[src/rtl/bellek_islem_birimi_if.sv]
// Execute, bus-unit and writeback signals of the memory stage (bellek_islem_birimi).
// Carries hata_o only when HIZASIZ_ERISIM_DENETIM_EN is defined.
interface bellek_islem_birimi_if #(
    parameter int VERI_BIT  = 32,
    parameter int ADRES_BIT = 32
);
    logic                 yurut_gecerli_i;
    logic                 yurut_hazir_o;
    logic                 yurut_yaz_i;
    logic [2:0]           yurut_tip_i;
    logic [ADRES_BIT-1:0] yurut_adres_i;
    logic [VERI_BIT-1:0]  yurut_veri_i;
    logic [4:0]           yurut_rd_i;
    logic                 bib_istek_gecerli_o;
    logic                 bib_istek_yaz_o;
    logic                 bib_istek_oku_o;
    logic [ADRES_BIT-1:0] bib_istek_adres_o;
    logic [3:0]           bib_istek_maske_o;
    logic [VERI_BIT-1:0]  bib_veri_o;
    logic [VERI_BIT-1:0]  bellek_veri_i;
    logic                 bellek_gecerli_i;
    logic                 geri_gecerli_o;
    logic                 geri_hazir_i;
    logic [VERI_BIT-1:0]  geri_veri_o;
    logic [4:0]           geri_rd_o;
`ifdef HIZASIZ_ERISIM_DENETIM_EN
    logic                 hata_o;

    modport master (
        input  yurut_gecerli_i, yurut_yaz_i, yurut_tip_i, yurut_adres_i, yurut_veri_i,
               yurut_rd_i, bellek_veri_i, bellek_gecerli_i, geri_hazir_i,
        output yurut_hazir_o, bib_istek_gecerli_o, bib_istek_yaz_o, bib_istek_oku_o,
               bib_istek_adres_o, bib_istek_maske_o, bib_veri_o, geri_gecerli_o,
               geri_veri_o, geri_rd_o, hata_o
    );
    modport slave (
        output yurut_gecerli_i, yurut_yaz_i, yurut_tip_i, yurut_adres_i, yurut_veri_i,
               yurut_rd_i, bellek_veri_i, bellek_gecerli_i, geri_hazir_i,
        input  yurut_hazir_o, bib_istek_gecerli_o, bib_istek_yaz_o, bib_istek_oku_o,
               bib_istek_adres_o, bib_istek_maske_o, bib_veri_o, geri_gecerli_o,
               geri_veri_o, geri_rd_o, hata_o
    );
`else
    modport master (
        input  yurut_gecerli_i, yurut_yaz_i, yurut_tip_i, yurut_adres_i, yurut_veri_i,
               yurut_rd_i, bellek_veri_i, bellek_gecerli_i, geri_hazir_i,
        output yurut_hazir_o, bib_istek_gecerli_o, bib_istek_yaz_o, bib_istek_oku_o,
               bib_istek_adres_o, bib_istek_maske_o, bib_veri_o, geri_gecerli_o,
               geri_veri_o, geri_rd_o
    );
    modport slave (
        output yurut_gecerli_i, yurut_yaz_i, yurut_tip_i, yurut_adres_i, yurut_veri_i,
               yurut_rd_i, bellek_veri_i, bellek_gecerli_i, geri_hazir_i,
        input  yurut_hazir_o, bib_istek_gecerli_o, bib_istek_yaz_o, bib_istek_oku_o,
               bib_istek_adres_o, bib_istek_maske_o, bib_veri_o, geri_gecerli_o,
               geri_veri_o, geri_rd_o
    );
`endif
endinterface

[src/rtl/bellek_islem_birimi.sv]
// RV32 load/store memory stage: one bus request per micro-op, load result extended for writeback.
// Optional misaligned-access trapping via HIZASIZ_ERISIM_DENETIM_EN (adds hata_o).
module bellek_islem_birimi #(
    parameter int VERI_BIT  = 32,
    parameter int ADRES_BIT = 32
) (
    input  logic                   clk_i,
    input  logic                   rstn_i,
    bellek_islem_birimi_if.master  bib
);

    localparam logic [1:0] BOSTA = 2'd0;
    localparam logic [1:0] BEKLE = 2'd1;
    localparam logic [1:0] SONUC = 2'd2;

    function automatic logic [3:0] maske_hesapla(input logic [2:0] tip, input logic [1:0] ofs);
        logic [3:0] taban;
        case (tip)
            3'b000, 3'b100: taban = 4'b0001;
            3'b001, 3'b101: taban = 4'b0011;
            default:        taban = 4'b1111;
        endcase
        return taban << ofs;
    endfunction

    function automatic logic [VERI_BIT-1:0] genislet(input logic [VERI_BIT-1:0] kelime,
                                                     input logic [2:0] tip, input logic [1:0] ofs);
        logic [VERI_BIT-1:0] kayik;
        kayik = kelime >> {ofs, 3'b000};
        case (tip)
            3'b000:  return {{(VERI_BIT-8){kayik[7]}}, kayik[7:0]};
            3'b001:  return {{(VERI_BIT-16){kayik[15]}}, kayik[15:0]};
            3'b100:  return {{(VERI_BIT-8){1'b0}}, kayik[7:0]};
            3'b101:  return {{(VERI_BIT-16){1'b0}}, kayik[15:0]};
            default: return kayik;
        endcase
    endfunction

`ifdef HIZASIZ_ERISIM_DENETIM_EN
    function automatic logic hizasiz_mi(input logic [2:0] tip, input logic [1:0] ofs);
        case (tip)
            3'b000, 3'b100: return 1'b0;
            3'b001, 3'b101: return ofs[0];
            default:        return (ofs != 2'b00);
        endcase
    endfunction
`endif

    logic [1:0]           durum_q, durum_d;
    logic [2:0]           tip_q, tip_d;
    logic [1:0]           ofs_q, ofs_d;
    logic [4:0]           rd_q, rd_d;
    logic                 hazir_q, hazir_d;
    logic                 istek_gecerli_q, istek_gecerli_d;
    logic                 istek_yaz_q, istek_yaz_d;
    logic                 istek_oku_q, istek_oku_d;
    logic [ADRES_BIT-1:0] istek_adres_q, istek_adres_d;
    logic [3:0]           maske_q, maske_d;
    logic [VERI_BIT-1:0]  veri_q, veri_d;
    logic                 geri_gecerli_q, geri_gecerli_d;
    logic [VERI_BIT-1:0]  geri_veri_q, geri_veri_d;
    logic [4:0]           geri_rd_q, geri_rd_d;
    logic                 hizasiz_s;
`ifdef HIZASIZ_ERISIM_DENETIM_EN
    logic                 hata_q, hata_d;
`endif

    // Misalignment detection; constant 0 when the trap is not built in.
    always_comb begin
`ifdef HIZASIZ_ERISIM_DENETIM_EN
        hizasiz_s = hizasiz_mi(bib.yurut_tip_i, bib.yurut_adres_i[1:0]);
`else
        hizasiz_s = 1'b0;
`endif
    end

    // Next-state and next-output logic of the BOSTA/BEKLE/SONUC sequencer.
    always_comb begin
        durum_d         = durum_q;
        tip_d           = tip_q;
        ofs_d           = ofs_q;
        rd_d            = rd_q;
        hazir_d         = hazir_q;
        istek_gecerli_d = istek_gecerli_q;
        istek_yaz_d     = istek_yaz_q;
        istek_oku_d     = istek_oku_q;
        istek_adres_d   = istek_adres_q;
        maske_d         = maske_q;
        veri_d          = veri_q;
        geri_gecerli_d  = geri_gecerli_q;
        geri_veri_d     = geri_veri_q;
        geri_rd_d       = geri_rd_q;
`ifdef HIZASIZ_ERISIM_DENETIM_EN
        hata_d          = hata_q;
`endif
        case (durum_q)
            BOSTA: begin
                if (bib.yurut_gecerli_i) begin
                    tip_d   = bib.yurut_tip_i;
                    ofs_d   = bib.yurut_adres_i[1:0];
                    rd_d    = bib.yurut_rd_i;
                    hazir_d = 1'b0;
                    if (hizasiz_s) begin
                        // Trapped op never reaches the bus; report it straight to writeback.
                        durum_d        = SONUC;
                        geri_gecerli_d = 1'b1;
                        geri_veri_d    = {VERI_BIT{1'b0}};
                        geri_rd_d      = bib.yurut_rd_i;
`ifdef HIZASIZ_ERISIM_DENETIM_EN
                        hata_d         = 1'b1;
`endif
                    end else begin
                        durum_d         = BEKLE;
                        istek_gecerli_d = 1'b1;
                        istek_yaz_d     = bib.yurut_yaz_i;
                        istek_oku_d     = ~bib.yurut_yaz_i;
                        istek_adres_d   = {bib.yurut_adres_i[ADRES_BIT-1:2], 2'b00};
                        maske_d         = maske_hesapla(bib.yurut_tip_i, bib.yurut_adres_i[1:0]);
                        veri_d          = bib.yurut_veri_i << {bib.yurut_adres_i[1:0], 3'b000};
                    end
                end else begin
                    durum_d = BOSTA;
                end
            end
            BEKLE: begin
                if (bib.bellek_gecerli_i) begin
                    istek_gecerli_d = 1'b0;
                    istek_yaz_d     = 1'b0;
                    istek_oku_d     = 1'b0;
                    if (istek_yaz_q) begin
                        durum_d = BOSTA;
                        hazir_d = 1'b1;
                    end else begin
                        durum_d        = SONUC;
                        geri_gecerli_d = 1'b1;
                        geri_veri_d    = genislet(bib.bellek_veri_i, tip_q, ofs_q);
                        geri_rd_d      = rd_q;
                    end
                end else begin
                    durum_d = BEKLE;
                end
            end
            SONUC: begin
                if (bib.geri_hazir_i) begin
                    durum_d        = BOSTA;
                    hazir_d        = 1'b1;
                    geri_gecerli_d = 1'b0;
`ifdef HIZASIZ_ERISIM_DENETIM_EN
                    hata_d         = 1'b0;
`endif
                end else begin
                    durum_d = SONUC;
                end
            end
            default: begin
                durum_d         = BOSTA;
                hazir_d         = 1'b1;
                istek_gecerli_d = 1'b0;
                istek_yaz_d     = 1'b0;
                istek_oku_d     = 1'b0;
                geri_gecerli_d  = 1'b0;
`ifdef HIZASIZ_ERISIM_DENETIM_EN
                hata_d          = 1'b0;
`endif
            end
        endcase
    end

    // State and all registered outputs; an outstanding request is dropped on reset.
    always_ff @(posedge clk_i or negedge rstn_i) begin
        if (!rstn_i) begin
            durum_q         <= BOSTA;
            tip_q           <= 3'b000;
            ofs_q           <= 2'b00;
            rd_q            <= 5'd0;
            hazir_q         <= 1'b1;
            istek_gecerli_q <= 1'b0;
            istek_yaz_q     <= 1'b0;
            istek_oku_q     <= 1'b0;
            istek_adres_q   <= {ADRES_BIT{1'b0}};
            maske_q         <= 4'b0000;
            veri_q          <= {VERI_BIT{1'b0}};
            geri_gecerli_q  <= 1'b0;
            geri_veri_q     <= {VERI_BIT{1'b0}};
            geri_rd_q       <= 5'd0;
`ifdef HIZASIZ_ERISIM_DENETIM_EN
            hata_q          <= 1'b0;
`endif
        end else begin
            durum_q         <= durum_d;
            tip_q           <= tip_d;
            ofs_q           <= ofs_d;
            rd_q            <= rd_d;
            hazir_q         <= hazir_d;
            istek_gecerli_q <= istek_gecerli_d;
            istek_yaz_q     <= istek_yaz_d;
            istek_oku_q     <= istek_oku_d;
            istek_adres_q   <= istek_adres_d;
            maske_q         <= maske_d;
            veri_q          <= veri_d;
            geri_gecerli_q  <= geri_gecerli_d;
            geri_veri_q     <= geri_veri_d;
            geri_rd_q       <= geri_rd_d;
`ifdef HIZASIZ_ERISIM_DENETIM_EN
            hata_q          <= hata_d;
`endif
        end
    end

    assign bib.yurut_hazir_o       = hazir_q;
    assign bib.bib_istek_gecerli_o = istek_gecerli_q;
    assign bib.bib_istek_yaz_o     = istek_yaz_q;
    assign bib.bib_istek_oku_o     = istek_oku_q;
    assign bib.bib_istek_adres_o   = istek_adres_q;
    assign bib.bib_istek_maske_o   = maske_q;
    assign bib.bib_veri_o          = veri_q;
    assign bib.geri_gecerli_o      = geri_gecerli_q;
    assign bib.geri_veri_o         = geri_veri_q;
    assign bib.geri_rd_o           = geri_rd_q;
`ifdef HIZASIZ_ERISIM_DENETIM_EN
    assign bib.hata_o              = hata_q;
`endif

endmodule

[src/flat_wrapper.sv]
// flat-port wrapper written by rule: the top's interface ports become plain ports
module bellek_islem_birimi_flat 
#(
    parameter int VERI_BIT  = 32,
    parameter int ADRES_BIT = 32
)
  (clk_i, rstn_i, bib_yurut_gecerli_i, bib_yurut_yaz_i, bib_yurut_tip_i, bib_yurut_adres_i, bib_yurut_veri_i, bib_yurut_rd_i, bib_bellek_veri_i, bib_bellek_gecerli_i, bib_geri_hazir_i, bib_yurut_hazir_o, bib_bib_istek_gecerli_o, bib_bib_istek_yaz_o, bib_bib_istek_oku_o, bib_bib_istek_adres_o, bib_bib_istek_maske_o, bib_bib_veri_o, bib_geri_gecerli_o, bib_geri_veri_o, bib_geri_rd_o);
  bellek_islem_birimi_if #(.VERI_BIT(VERI_BIT), .ADRES_BIT(ADRES_BIT)) bib_i ();
  input  logic clk_i;
  input  logic rstn_i;
  input wire logic [$bits(bib_i.yurut_gecerli_i)-1:0] bib_yurut_gecerli_i;
  input wire logic [$bits(bib_i.yurut_yaz_i)-1:0] bib_yurut_yaz_i;
  input wire logic [$bits(bib_i.yurut_tip_i)-1:0] bib_yurut_tip_i;
  input wire logic [$bits(bib_i.yurut_adres_i)-1:0] bib_yurut_adres_i;
  input wire logic [$bits(bib_i.yurut_veri_i)-1:0] bib_yurut_veri_i;
  input wire logic [$bits(bib_i.yurut_rd_i)-1:0] bib_yurut_rd_i;
  input wire logic [$bits(bib_i.bellek_veri_i)-1:0] bib_bellek_veri_i;
  input wire logic [$bits(bib_i.bellek_gecerli_i)-1:0] bib_bellek_gecerli_i;
  input wire logic [$bits(bib_i.geri_hazir_i)-1:0] bib_geri_hazir_i;
  output wire logic [$bits(bib_i.yurut_hazir_o)-1:0] bib_yurut_hazir_o;
  output wire logic [$bits(bib_i.bib_istek_gecerli_o)-1:0] bib_bib_istek_gecerli_o;
  output wire logic [$bits(bib_i.bib_istek_yaz_o)-1:0] bib_bib_istek_yaz_o;
  output wire logic [$bits(bib_i.bib_istek_oku_o)-1:0] bib_bib_istek_oku_o;
  output wire logic [$bits(bib_i.bib_istek_adres_o)-1:0] bib_bib_istek_adres_o;
  output wire logic [$bits(bib_i.bib_istek_maske_o)-1:0] bib_bib_istek_maske_o;
  output wire logic [$bits(bib_i.bib_veri_o)-1:0] bib_bib_veri_o;
  output wire logic [$bits(bib_i.geri_gecerli_o)-1:0] bib_geri_gecerli_o;
  output wire logic [$bits(bib_i.geri_veri_o)-1:0] bib_geri_veri_o;
  output wire logic [$bits(bib_i.geri_rd_o)-1:0] bib_geri_rd_o;
  assign bib_i.yurut_gecerli_i = bib_yurut_gecerli_i;
  assign bib_i.yurut_yaz_i = bib_yurut_yaz_i;
  assign bib_i.yurut_tip_i = bib_yurut_tip_i;
  assign bib_i.yurut_adres_i = bib_yurut_adres_i;
  assign bib_i.yurut_veri_i = bib_yurut_veri_i;
  assign bib_i.yurut_rd_i = bib_yurut_rd_i;
  assign bib_i.bellek_veri_i = bib_bellek_veri_i;
  assign bib_i.bellek_gecerli_i = bib_bellek_gecerli_i;
  assign bib_i.geri_hazir_i = bib_geri_hazir_i;
  assign bib_yurut_hazir_o = bib_i.yurut_hazir_o;
  assign bib_bib_istek_gecerli_o = bib_i.bib_istek_gecerli_o;
  assign bib_bib_istek_yaz_o = bib_i.bib_istek_yaz_o;
  assign bib_bib_istek_oku_o = bib_i.bib_istek_oku_o;
  assign bib_bib_istek_adres_o = bib_i.bib_istek_adres_o;
  assign bib_bib_istek_maske_o = bib_i.bib_istek_maske_o;
  assign bib_bib_veri_o = bib_i.bib_veri_o;
  assign bib_geri_gecerli_o = bib_i.geri_gecerli_o;
  assign bib_geri_veri_o = bib_i.geri_veri_o;
  assign bib_geri_rd_o = bib_i.geri_rd_o;
  bellek_islem_birimi #(.VERI_BIT(VERI_BIT), .ADRES_BIT(ADRES_BIT)) u_core (.clk_i(clk_i), .rstn_i(rstn_i), .bib(bib_i));
endmodule
[config.mk]
export PLATFORM = sky130hd
export DESIGN_NAME = bellek_islem_birimi_flat
export DESIGN_NICKNAME = d
export VERILOG_FILES = /design/src/rtl/bellek_islem_birimi_if.sv /design/src/rtl/bellek_islem_birimi.sv /design/src/flat_wrapper.sv
export SDC_FILE = /design/constraint.sdc
export NUM_CORES = 1
export LEC_CHECK = 0
export CAP_MARGIN = 20
export CORE_MARGIN = 10
export CORE_UTILIZATION = 40
export CTS_BUF_LIST = sky130_fd_sc_hd__clkbuf_4 sky130_fd_sc_hd__clkbuf_8 sky130_fd_sc_hd__clkbuf_16
export DETAILED_ROUTE_END_ITERATION = 8
export PLACE_DENSITY = 0.74
export SETUP_SLACK_MARGIN = 0.1
export SYNTH_ARGS = -nofsm -noshare
export SYNTH_HDL_FRONTEND = slang
export SYNTH_SLANG_ARGS = --single-unit
[constraint.sdc]
create_clock -name clk_i -period 3.42 [get_ports clk_i]
set_input_delay 0.684 -clock clk_i [delete_from_list [all_inputs] [get_ports clk_i]]
set_output_delay 0.684 -clock clk_i [all_outputs]
set_load 0.05 [all_outputs]
==> flow_summary.toml <==
[outcome]
status = "completed"

[power]
worst_vdd_drop_v = 0.000681
power.static_leakage_nw = 3.87
power.density_cell_area_mw_per_mm2 = 1110

[worst_setup_path]
crit_path_end_kind = "primary output"
largest_driver_fanout_on_the_critical_path = 6
timing.critical_path.max_delay_family = "buffers and inverters"
critPathCapture = "bib_bib_istek_yaz_o"
critical_path_arrival_ns = 1.76
crit-reg2reg-launch = "u_core.ofs_q[1]$_DFFE_PN0P_"
path_buf_inv = 1
crit_slowest_cell = "sky130_fd_sc_hd__clkdlybuf4s50_1"
crit-reg2reg-capture = "u_core.bib.geri_veri_o[26]$_DFFE_PN0P_"
path_depth = 1
crit_path_cell_trace = "clkdlybuf4s50_1"
reg2regPathDepth = 5
critPathLaunch = "u_core.bib.bib_istek_yaz_o$_DFFE_PN0P_"
path_class = "reg -> out"
critPathMaxStageDelay_ns = 0.87
timing.reg2reg.setup_slack_ns = 1.40
worstSetupStartpointType = "flop"
critical_path_required_ns = 2.74

[clock_network]
cts.htree.levels = 4
cts_buffers = 17
tritoncts = "yes"
worst_skew_pair.late_latency_ns = 0.42
path_clk_slew_ns = 0.06
clock_sink_count = 120
cts_root_buffer = "sky130_fd_sc_hd__clkbuf_16"
cts.hold.buffers_added = 0
cts_max_path_buffers = 2
cts.repair.resized = 0
post_cts_setup_buffer_count = 0

[cells_and_area]
layout-area-overhead-vs-synth_pct = 52.9
n_antenna_cell = 0
post_route_cells_drive_above_1_share = 0.0856
commonest_cells_after_routing_fill_and_taps_aside = "sky130_fd_sc_hd__clkdlybuf4s50_1 (216), sky130_fd_sc_hd__nand2_1 (187), sky130_fd_sc_hd__dfrtp_1 (119), sky130_fd_sc_hd__nor2_1 (37), sky130_fd_sc_hd__a21oi_1 (36)"
final_net_count = 916
finish.utilization = 0.621
fill_cells = 1172
layout_commonest_cell = "sky130_fd_sc_hd__clkdlybuf4s50_1"

[grt]
grt.overflow.total = 0
grt_antenna_before_repair = 0
grt_util_met1 = 0.219
grt_first_pass_wirelength_um = 29700
grt_use_met3 = 0.0870
grt_busiest_layer = "met2"
global_route.usage.met2 = 0.306
grt_pass1_vias = 5321
groute.usage.overall = 0.191
grt_start_max_net_pins = 63

[detailed_routing]
detailroute.via_count = 5087
drtIter0Drc = 296
detail_route.vias_per_cell = 5.10
routed_wire_length_per_instance_um = 18.6
drt-total-wl_um = 18500
drc = 0
dr.pass1.iters = 5
route.antenna.remaining_nets = 0

[timing]
timing.clock.skew_ns = 0.0127
report.final.setup_viol = 0
fin_crit_ns = 2.45
drv_slew = 0
timing_worst_slew_pin_value_ns = 0.789
slew-limit-headroom = 0.474
setup_tns_ns = 0
timing.fmax_ghz = 0.408
timing.final.hold_violations = 0
period_share = 0.716
grt_setup_unrepaired = "false"

[yosys]
yosysTopAreaCell = "sky130_fd_sc_hd__dfrtp_1"
synth_async_sr_flop_share = 1.00
number_of_enable_type_register_cells_in_the_synthesized_netlist = 0
synth-main-ff-cell = "sky130_fd_sc_hd__dfrtp_1"
syn_area_per_cell_um2 = 9.30
combinational_family_with_the_most_area_after_synthesis = "simple AND/OR/NAND/NOR gates"
synth.yosys.seq_area_share = 0.537
synthTopCellsByArea = "sky130_fd_sc_hd__dfrtp_1 (53%), sky130_fd_sc_hd__nand2_1 (13%), sky130_fd_sc_hd__mux2i_1 (6.1%)"
netlist-cell-type-count = 42
synth_mux_area_frac = 0.0990
post_synth_inst_count = 602
synthSimpleGateAreaFrac = 0.211
synth_compound_area_frac = 0.112
synth_top_area_frac = 0.532
post_synth_xor_area_fraction = 0
synth_area_mm2 = 0.00560
ys.warnings.count = 0
synthAdderAreaFrac = 0
synth-seq-cells = 120

[floorplanning]
overall_die_width_um = 138
top_level_ports = 220
row_count = 43
die_area_mm2 = 0.0191
die-height_um = 138
initial_utilization = 0.406
coreArea_mm2 = 0.0138

[place]
gp_congestion = 0.880
place.port_buffers = 217
dpl_wire_length_um = 14000

[job]
reported_max_cap_violation_count = 0

[hold_path]
worst_min_path_class = "in -> async"
[sequential cells by signal (all words and copies together), names as in the netlist]
signal                          cells
u_core.bib.bib_veri_o              32
u_core.bib.geri_rd_o                5
u_core.tip_q                        3
u_core.bib.bib_istek_oku_o          1
u_core.ofs_q                        2
u_core.bib.bib_istek_adres_o       30
u_core.bib.bib_istek_gecerli_o      1
u_core.bib.yurut_hazir_o            1
u_core.bib.bib_istek_maske_o        4
u_core.durum_q                      2
u_core.rd_q                         5
u_core.bib.geri_veri_o             32
u_core.bib.bib_istek_yaz_o          1
u_core.bib.geri_gecerli_o           1
[cell families after synthesis]
kind of cell,Yosys count
buffers and inverters,48
DFF,120
AOI/OAI and AO/OA,101
muxes,52
other,1
and+or+nand+nor,280
[routing by layer]
| layer | up-vias | share of wire |
|---|---|---|
| li1 | 2424 | - |
| met1 | 2428 | 0.41 |
| met2 | 212 | 0.47 |
| met3 | 23 | 0.095 |
| met4 | 0 | 0.019 |
| met5 | - | 0 |
[report_power, final]
group          internal [mW]  switching (mW)  leakage, nW
sequential              2.07           0.435         1.50
clock                   1.30           0.609        0.316
combinational           1.69            3.34         2.06
total                   5.07            4.39         3.87
[worst min-delay path by stage]
| stage | start | to | depth (start not counted) |
|---|---|---|---|
| after floorplan | rstn_i | u_core.bib.bib_istek_adres_o[10]$_DFFE_PN0P_ | 0 |
| after global placement | u_core.rd_q[1]$_DFFE_PN0P_ | u_core.bib.geri_rd_o[1]$_DFFE_PN0P_ | 2 |
| after detailed placement | u_core.rd_q[4]$_DFFE_PN0P_ | u_core.bib.geri_rd_o[4]$_DFFE_PN0P_ | 2 |
| after CTS | rstn_i | u_core.bib.geri_veri_o[22]$_DFFE_PN0P_ | 1 |
| after global routing | rstn_i | u_core.bib.geri_veri_o[22]$_DFFE_PN0P_ | 1 |
| final | rstn_i | u_core.bib.geri_veri_o[22]$_DFFE_PN0P_ | 1 |
[Yosys cell counts, drive strengths merged, types with 4 or more instances]
library cell,instances
mux2,17
and2,7
inv,4
o31ai,9
a21oi,36
a221o,8
nor2b,13
nor2,38
dfrtp,119
nand2,188
o21ai,28
mux2i,34
clkbuf,21
a211oi,10
nand3,23
buf,23
[metrics by stage]
stage | total power [mW] | hold WS (ns) | setup WS (ns) | cell area (um2) | std cells
floorplan | 5.77 | 0.388 | 1.43 | 5600 | 603
global placement | 7.51 | 0.448 | 0.926 | 7920 | 967
detailed placement | 7.59 | 0.458 | 0.800 | 7920 | 967
CTS | 9.55 | 0.362 | 0.941 | 8560 | 998
global route | 9.95 | 0.389 | 0.917 | 8560 | 998
finish | 9.46 | 0.342 | 0.972 | 8560 | 998
[cell type report]
cell class	count	area (um2)	area share
Multi-Input combinational cell	435	2400	0.280
Timing Repair Buffer	228	2280	0.266
Sequential cell	120	3000	0.351
Tap cell	180	225	0.0263
Clock buffer	23	495	0.0579
Clock inverter	8	143	0.0167
Inverter	4	15.0	0.00175
No activity file was read; power rests on OpenSTA's default activity.
